### config.mk
export PLATFORM = sky130hd
export DESIGN_NAME = rs_syndrome_calc
export DESIGN_NICKNAME = d
export VERILOG_FILES = /design/src/rtl/rs_syndrome_calc.sv
export SDC_FILE = /design/constraint.sdc
export NUM_CORES = 1
export LEC_CHECK = 0
export BUFFER_PORTS_ARGS = -buffer_cell sky130_fd_sc_hd__clkbuf_2
export CAP_MARGIN = 20
export CORE_MARGIN = 8
export CORE_UTILIZATION = 53
export CTS_BUF_LIST = sky130_fd_sc_hd__clkbuf_4
export DETAILED_ROUTE_END_ITERATION = 10
export PLACE_DENSITY_LB_ADDON = 0.2
export SLEW_MARGIN = 10
export SYNTH_ARGS = -nofsm -noshare
export SYNTH_HDL_FRONTEND = slang
export SYNTH_SLANG_ARGS = --single-unit
### constraint.sdc
create_clock -name sys_clk -period 2.25 [get_ports sys_clk]
set_input_delay 0.3375 -clock sys_clk [delete_from_list [all_inputs] [get_ports sys_clk]]
set_output_delay 0.3375 -clock sys_clk [all_outputs]
set_load 0.05 [all_outputs]
### src/rtl/rs_syndrome_calc.sv
// RS(15,11) syndrome calculator over GF(16) (x^4+x+1), roots alpha^0..alpha^3.
// Horner accumulation per symbol, result handed off through a single-entry valid/ready register.
module rs_syndrome_calc #(
  parameter int N    = 15,
  parameter int NSYN = 4
) (
  input  logic              sys_clk,
  input  logic              sys_rst_n,
  input  logic [3:0]        sym_in,
  input  logic              sym_valid,
  input  logic              sym_first,
  output logic [4*NSYN-1:0] syn_out,
  output logic              syn_err,
  output logic              syn_valid,
  input  logic              syn_ready,
  output logic              overrun,
  output logic              framing_err
);

  typedef enum logic {IDLE, ACCUM} state_t;

  state_t      state;
  logic [3:0]  count;
  logic [3:0]  s0, s1, s2, s3;
  logic [3:0]  h0, h1, h2, h3;
  logic [15:0] next_syn;
  logic        complete;

  // Multiply by alpha: shift up, fold x^4 back in as x+1.
  function automatic logic [3:0] mul_a(input logic [3:0] v);
    mul_a = {v[2:0], 1'b0} ^ (v[3] ? 4'b0011 : 4'b0000);
  endfunction

  always_comb begin
    h0       = s0 ^ sym_in;
    h1       = mul_a(s1) ^ sym_in;
    h2       = mul_a(mul_a(s2)) ^ sym_in;
    h3       = mul_a(mul_a(mul_a(s3))) ^ sym_in;
    next_syn = {h3, h2, h1, h0};
    complete = (state == ACCUM) && sym_valid && !sym_first && (count == 4'(N - 1));
  end

  always_ff @(posedge sys_clk or negedge sys_rst_n) begin
    if (!sys_rst_n) begin
      state       <= IDLE;
      count       <= '0;
      s0          <= '0;
      s1          <= '0;
      s2          <= '0;
      s3          <= '0;
      syn_out     <= '0;
      syn_err     <= 1'b0;
      syn_valid   <= 1'b0;
      overrun     <= 1'b0;
      framing_err <= 1'b0;
    end else begin
      // A completing codeword may replace a result that is being drained this same cycle.
      if (complete) begin
        if (!syn_valid || syn_ready) begin
          syn_out   <= next_syn;
          syn_err   <= |next_syn;
          syn_valid <= 1'b1;
        end else begin
          overrun <= 1'b1;
        end
      end else if (syn_valid && syn_ready) begin
        syn_valid <= 1'b0;
      end

      case (state)
        IDLE: begin
          if (sym_valid && sym_first) begin
            s0    <= sym_in;
            s1    <= sym_in;
            s2    <= sym_in;
            s3    <= sym_in;
            count <= 4'd1;
            state <= ACCUM;
          end
        end
        ACCUM: begin
          if (sym_valid) begin
            if (sym_first) begin
              framing_err <= 1'b1;
              s0          <= sym_in;
              s1          <= sym_in;
              s2          <= sym_in;
              s3          <= sym_in;
              count       <= 4'd1;
            end else if (complete) begin
              count <= '0;
              state <= IDLE;
            end else begin
              s0    <= h0;
              s1    <= h1;
              s2    <= h2;
              s3    <= h3;
              count <= count + 4'd1;
            end
          end
        end
        default: state <= IDLE;
      endcase
    end
  end

endmodule

==> impl_metrics.json, run 1 <==
{
  "cts-htree-levels": 2,
  "portBuffers": 28,
  "first_global_vias": 1716,
  "hold_viol": 0,
  "power_leakage_nw": 1.204,
  "yosys_warnings": 0,
  "async_reset_ff_share_pct": 100.0,
  "end_kind": "flip-flop",
  "max-cap-violations": 0,
  "final_common_cell": "dfrtp_1",
  "synthToLayoutAreaGrowth_pct": 11.29,
  "drive_gt1_share_pct": 25.00,
  "reg2reg_depth": 6,
  "ant_nets": 0,
  "cp-start-kind": "flip-flop",
  "wirelength_mm": 5.009,
  "cts_tree": "yes",
  "grt_pass1_wl_mm": 8.590,
  "syn_nets": 246,
  "clock_skew_ns": 0.01492,
  "drt_pass1_iterations": 5,
  "initial_core_util_pct": 54.86,
  "dpl-instance-area_mm2": 0.002557,
  "min_period_ns": 2.045,
  "dieArea_mm2": 0.006872,
  "path_max_fanout": 12,
  "core_mm2": 0.004324,
  "clk_pin_slew_ns": 0.12,
  "fp.dieH_um": 82.90,
  "grt_max_degree": 29,
  "hold_class": "in -> reg",
  "die_w_um": 82.90,
  "relSlewSlack_pct": 57.81,
  "rows": 24,
  "hold_ws_ns": 0.3082,
  "setup-violations-final": 0,
  "antenna_found_initial": 0,
  "avgSynthCellArea_um2": 10.09,
  "clock_sinks": 41,
  "grt-ovfl-total": 0,
  "finalPower_mw": 2.327,
  "ys_ff_latch": 41,
  "report.final.slew_viol_count": 0,
  "clock_latency_ns": 0.35,
  "syn_area_mm2": 0.002372,
  "worst_pin_slew_ns": 0.6329,
  "synth.distinct_cells": 50,
  "synth_flop_cell": "dfrtp_1",
  "synthCells": 235,
  "arrival_ns": 2.28,
  "max_freq_mhz": 489.0,
  "track_usage_pct": 14.86,
  "drc": 0,
  "ir_worst_vdd_v": 0.0004714,
  "hpwl_mm": 3.551,
  "wl_per_cell_um": 15.85,
  "gp_congestion": 0.7570,
  "synth_edf_count": 0,
  "cts_buffers": 5,
  "cellPowerDensity_mw_per_mm2": 881.6,
  "utilization_pct": 61.05,
  "status": "finished, final reports clean",
  "root_buffer": "clkbuf_4",
  "ys_seq_area_share_pct": 43.25,
  "first_iter_violations": 76,
  "dr_total_vias": 1780,
  "worstSetupPathType": "reg -> reg",
  "cp_data_required_time_ns": 2.49,
  "post-route-period-util_pct": 90.88,
  "finalNetCount": 275,
  "n_antenna_cell": 0,
  "avgViaCountPerCell": 5.633,
  "stdcell_area_mm2": 0.002640,
  "rsz0062_at_grt": "false",
  "tns_ns": 0,
  "cts.path.max_buffers": 2,
  "final_cell_mix": "41 x dfrtp_1, 28 x xnor2_1, 28 x clkbuf_2",
  "io_pins": 29,
  "hold_path_depth": 3
}
-- critical path, cell delays in order (launching register included) --
cell,delay (ns)
dfrtp_1,0.43
inv_1,0.07
ha_1,0.17
and3_1,0.32
nor2_4,0.05
o21ai_2,0.49
mux2_2,0.41
-- what timing repair did --
| item | in CTS | in global routing |
|---|---|---|
| buffers inserted | 0 | 0 |
| gates resized for setup | 0 | 0 |
| hold endpoints to repair | 17 | 0 |
| hold buffers | 1 | 0 |
-- cell usage after synthesis (2+ instances only) --
library cell | instances | area share [%]
a2111o_1 | 2 | 0.95
a21oi_1 | 6 | 1.3
a21oi_2 | 9 | 3.3
a31oi_1 | 6 | 1.6
and3_1 | 4 | 1.1
buf_1 | 2 | 0.32
buf_2 | 7 | 1.5
buf_6 | 5 | 2.4
clkbuf_1 | 3 | 0.47
dfrtp_1 | 41 | 43
ha_1 | 2 | 1.1
inv_1 | 5 | 0.79
mux2_1 | 6 | 2.8
mux2_2 | 6 | 2.8
mux2i_1 | 4 | 1.7
nand2_1 | 16 | 2.5
nand2b_1 | 2 | 0.53
nand3_1 | 3 | 0.63
nand4_1 | 2 | 0.53
nor2_1 | 13 | 2.1
nor2b_1 | 3 | 0.79
nor3_1 | 10 | 2.1
o211ai_1 | 4 | 1.3
o21ai_0 | 16 | 3.4
o2bb2ai_1 | 2 | 0.74
or3_1 | 2 | 0.53
xnor2_1 | 28 | 10
xor2_1 | 4 | 1.5
-- power by group --
part	internal [mW]	switching, mW	leakage [nW]
combinational	0.353	0.472	0.641
sequential	0.874	0.161	0.523
clock	0.226	0.241	0.0410
total	1.45	0.874	1.20
-- metal layers --
| layer | part of all wire (%) | global-route usage [%] | wire [µm] | up-vias |
|---|---|---|---|---|
| met5 | 0 | 0 | 0 | - |
| li1 | - | - | - | 887 |
| met3 | 3.9 | 4.102 | 193 | 5 |
| met1 | 50 | 20.26 | 2524 | 851 |
| met2 | 45 | 22.28 | 2239 | 37 |
| met4 | 1.0 | 4.313 | 52 | 0 |
-- through the flow --
stage	setup slack, ns	instances
2_1_floorplan	0.5223	235
3_3_place_gp	0.2992	308
3_5_place_dp	0.2551	308
4_1_cts	0.2346	316
5_1_grt	0.1299	316
6_report	0.2051	316
-- registers in the layout, summed over array words and instances, names as in the netlist --
| signal | count |
|---|---|
| count | 4 |
| syn_out | 16 |
| syn_err | 1 |
| framing_err | 1 |
| s0 | 4 |
| overrun | 1 |
| s2 | 4 |
| syn_valid | 1 |
| s3 | 4 |
| s1 | 4 |
| state | 1 |
-- cell type report --
type,instances,area (µm²)
Fill cell,379,1684
Clock inverter,2,35.03
Inverter,5,18.77
Multi-Input combinational cell,170,1205
Timing Repair Buffer,41,252.7
Sequential cell,41,1026
Clock buffer,5,37.54
Tap cell,52,65.06
-- kinds of logic (layout without fill, tap and decap cells) --
kind of cell	after synthesis	in the layout	synth area share (%)
fa+ha+maj	2	2	1.055
compound gates	58	58	17.35
mux	16	16	7.384
simple gates	62	62	13.19
buf+inv	24	53	5.960
xor+xnor	32	32	11.81
flops	41	41	43.25
-- worst paths after layout --
kind | from | end | slack, ns
hold / removal | syn_ready | syn_valid | 0.31
max in group asynchronous | sys_rst_n | s2[1] | 1.11
min in group asynchronous | sys_rst_n | syn_out[8] | 0.45
hold reg to reg | framing_err | framing_err | 0.48
setup / recovery | count[0] | s1[2] | 0.21
setup reg to reg | count[0] | s1[2] | 0.21
No activity file was read; power rests on OpenSTA's default activity.
==> run 2, diff against run 1 <==
--- a/config.mk
+++ b/config.mk
@@ -12,6 +12,7 @@
 export CTS_BUF_LIST = sky130_fd_sc_hd__clkbuf_4
 export DETAILED_ROUTE_END_ITERATION = 10
 export PLACE_DENSITY_LB_ADDON = 0.2
+export RECOVER_POWER = 100
 export SLEW_MARGIN = 10
 export SYNTH_ARGS = -nofsm -noshare
 export SYNTH_HDL_FRONTEND = slang
==> run 2 against run 1 <==
Against the previous run: flip-flop and latch count did not move; clock skew barely moved; wire length rose by 0.32%; utilization fell by 1.1 points; die area did not move; via count barely moved; worst hold slack improved by 0.0045 ns; global-route usage did not move.
==> impl_metrics.json, run 2 (synthesis results as in run 1) <==
{
  "status": "finished, final reports clean",
  "clock_power_share_pct": 20.1,
  "post-cts-setup-buffers": 0,
  "cts_buffers": 5,
  "ctsResizeCount": 0,
  "tns_ns": 0,
  "utilization_pct": 59.95,
  "n_antenna_cell": 0,
  "cts.path.max_buffers": 2,
  "end_kind": "flip-flop",
  "core_mm2": 0.004324,
  "hold_viol": 0,
  "ir_worst_vdd_v": 0.0004709,
  "clk_pin_slew_ns": 0.11,
  "cp_data_required_time_ns": 2.49,
  "avgViaCountPerCell": 5.630,
  "hold_ws_ns": 0.3127,
  "track_usage_pct": 14.86,
  "die_w_um": 82.90,
  "initial_core_util_pct": 54.86,
  "cellPowerDensity_mw_per_mm2": 893.2,
  "portBuffers": 28,
  "final_cells": 316,
  "drc": 0,
  "worst_pin_slew_ns": 0.9970,
  "ctsHoldBuffers": 1,
  "post-route-period-util_pct": 90.72,
  "clock_skew_ns": 0.01475,
  "worstPathCellList": "inv_1 > ha_1 > and3_1 > nor2_1 > o21ai_2 > mux2_2",
  "setup-violations-final": 0,
  "worst_path_max_delay_cell": "o21ai_2",
  "final_cell_mix": "41 x dfrtp_1, 28 x xnor2_1, 24 x clkbuf_1",
  "slowest_delay_ns": 0.49,
  "clock_sinks": 41,
  "largest_reg_flops": 16,
  "report.final.slew_viol_count": 0,
  "synthToLayoutAreaGrowth_pct": 9.283,
  "min_period_ns": 2.041,
  "gp_congestion": 0.7570,
  "ant_nets": 0,
  "final_common_cell": "dfrtp_1",
  "path_max_fanout": 12,
  "wirelength_mm": 5.025,
  "dr_total_vias": 1779,
  "largest_register": "syn_out",
  "cp-start-kind": "flip-flop",
  "fin_ws_ns": 0.2089,
  "io_pins": 29,
  "cts_tree": "yes",
  "place_inst": 308,
  "pre_cts_slack_ns": 0.2551,
  "rsz0062_at_grt": "false",
  "root_buffer": "clkbuf_4",
  "switchingPower_uw": 873.5,
  "power_leakage_nw": 1.118,
  "swShare_pct": 37.72,
  "stdcell_area_mm2": 0.002592,
  "p_int_mw": 1.442,
  "finalPower_mw": 2.316,
  "first_iter_violations": 87,
  "worstSetupPathType": "reg -> reg",
  "arrival_ns": 2.28,
  "dieArea_mm2": 0.006872,
  "drt_pass1_iterations": 4,
  "dpl-instance-area_mm2": 0.002557,
  "hpwl_mm": 3.551,
  "cts-htree-levels": 2,
  "power.share.sequential_pct": 44.7,
  "finalNetCount": 275,
  "hold_class": "in -> reg",
  "fill_cells": 397,
  "grt_pass1_wl_mm": 8.590,
  "cp_num_buf_inv": 1,
  "fp.dieH_um": 82.90,
  "relSlewSlack_pct": 33.53,
  "grt_max_degree": 29,
  "first_global_vias": 1716,
  "combPwrFrac_pct": 35.2,
  "crit_family": "compound AO/OA/AOI/OAI gates",
  "grt-ovfl-total": 0,
  "clock_latency_ns": 0.35,
  "drive_gt1_share_pct": 15.53,
  "max_freq_mhz": 489.9,
  "wl_per_cell_um": 15.90,
  "antenna_found_initial": 0,
  "max-cap-violations": 0,
  "rows": 24
}
==> run 2: final timing paths <==
path                                   from           to  slack (ns)  cells after the start
worst max-delay path               count[0]        s1[2]        0.21                      6
worst min-delay path              syn_ready    syn_valid        0.31                      3
worst max register to register     count[0]        s1[2]        0.21                      6
worst min register to register  framing_err  framing_err        0.48                      1
max in group asynchronous         sys_rst_n        s2[1]        0.46                      3
min in group asynchronous         sys_rst_n   syn_out[8]        0.65                      2
==> run 2: worst register-to-register path, stage by stage, from the launching register on <==
cell and delay [ns]:
dfrtp_1 0.43, inv_1 0.07, ha_1 0.17, and3_1 0.28
nor2_1 0.09, o21ai_2 0.49, mux2_2 0.41
==> run 2: final cells by class <==
| type | instances | area (µm²) | area share, % |
|---|---|---|---|
| multi-input cells | 170 | 1197 | 46.19 |
| flip-flops and latches | 41 | 1026 | 39.58 |
| repair buffers | 41 | 212.7 | 8.205 |
| well taps | 52 | 65.06 | 2.510 |
| clock buffers | 5 | 37.54 | 1.448 |
| clock inverters | 2 | 35.03 | 1.351 |
| inverters | 5 | 18.77 | 0.7239 |
==> run 2: power by group through the flow <==
stage	sequential, mW	clock [mW]	combinational (mW)
final	1.04	0.466	0.814
after global routing	1.05	0.517	0.896
after detailed placement	1.05	0	0.827
after CTS	1.03	0.483	0.832
after floorplan	1.12	0	0.566
after global placement	1.04	0	0.818
==> run 2: metal layers <==
layer	vias to the layer above	track usage (%)	share of wire, %
met2	38	22.28	44
met1	844	20.26	50
met3	7	4.102	4.3
met4	0	4.313	1.2
met5	-	0	0
li1	890	-	-
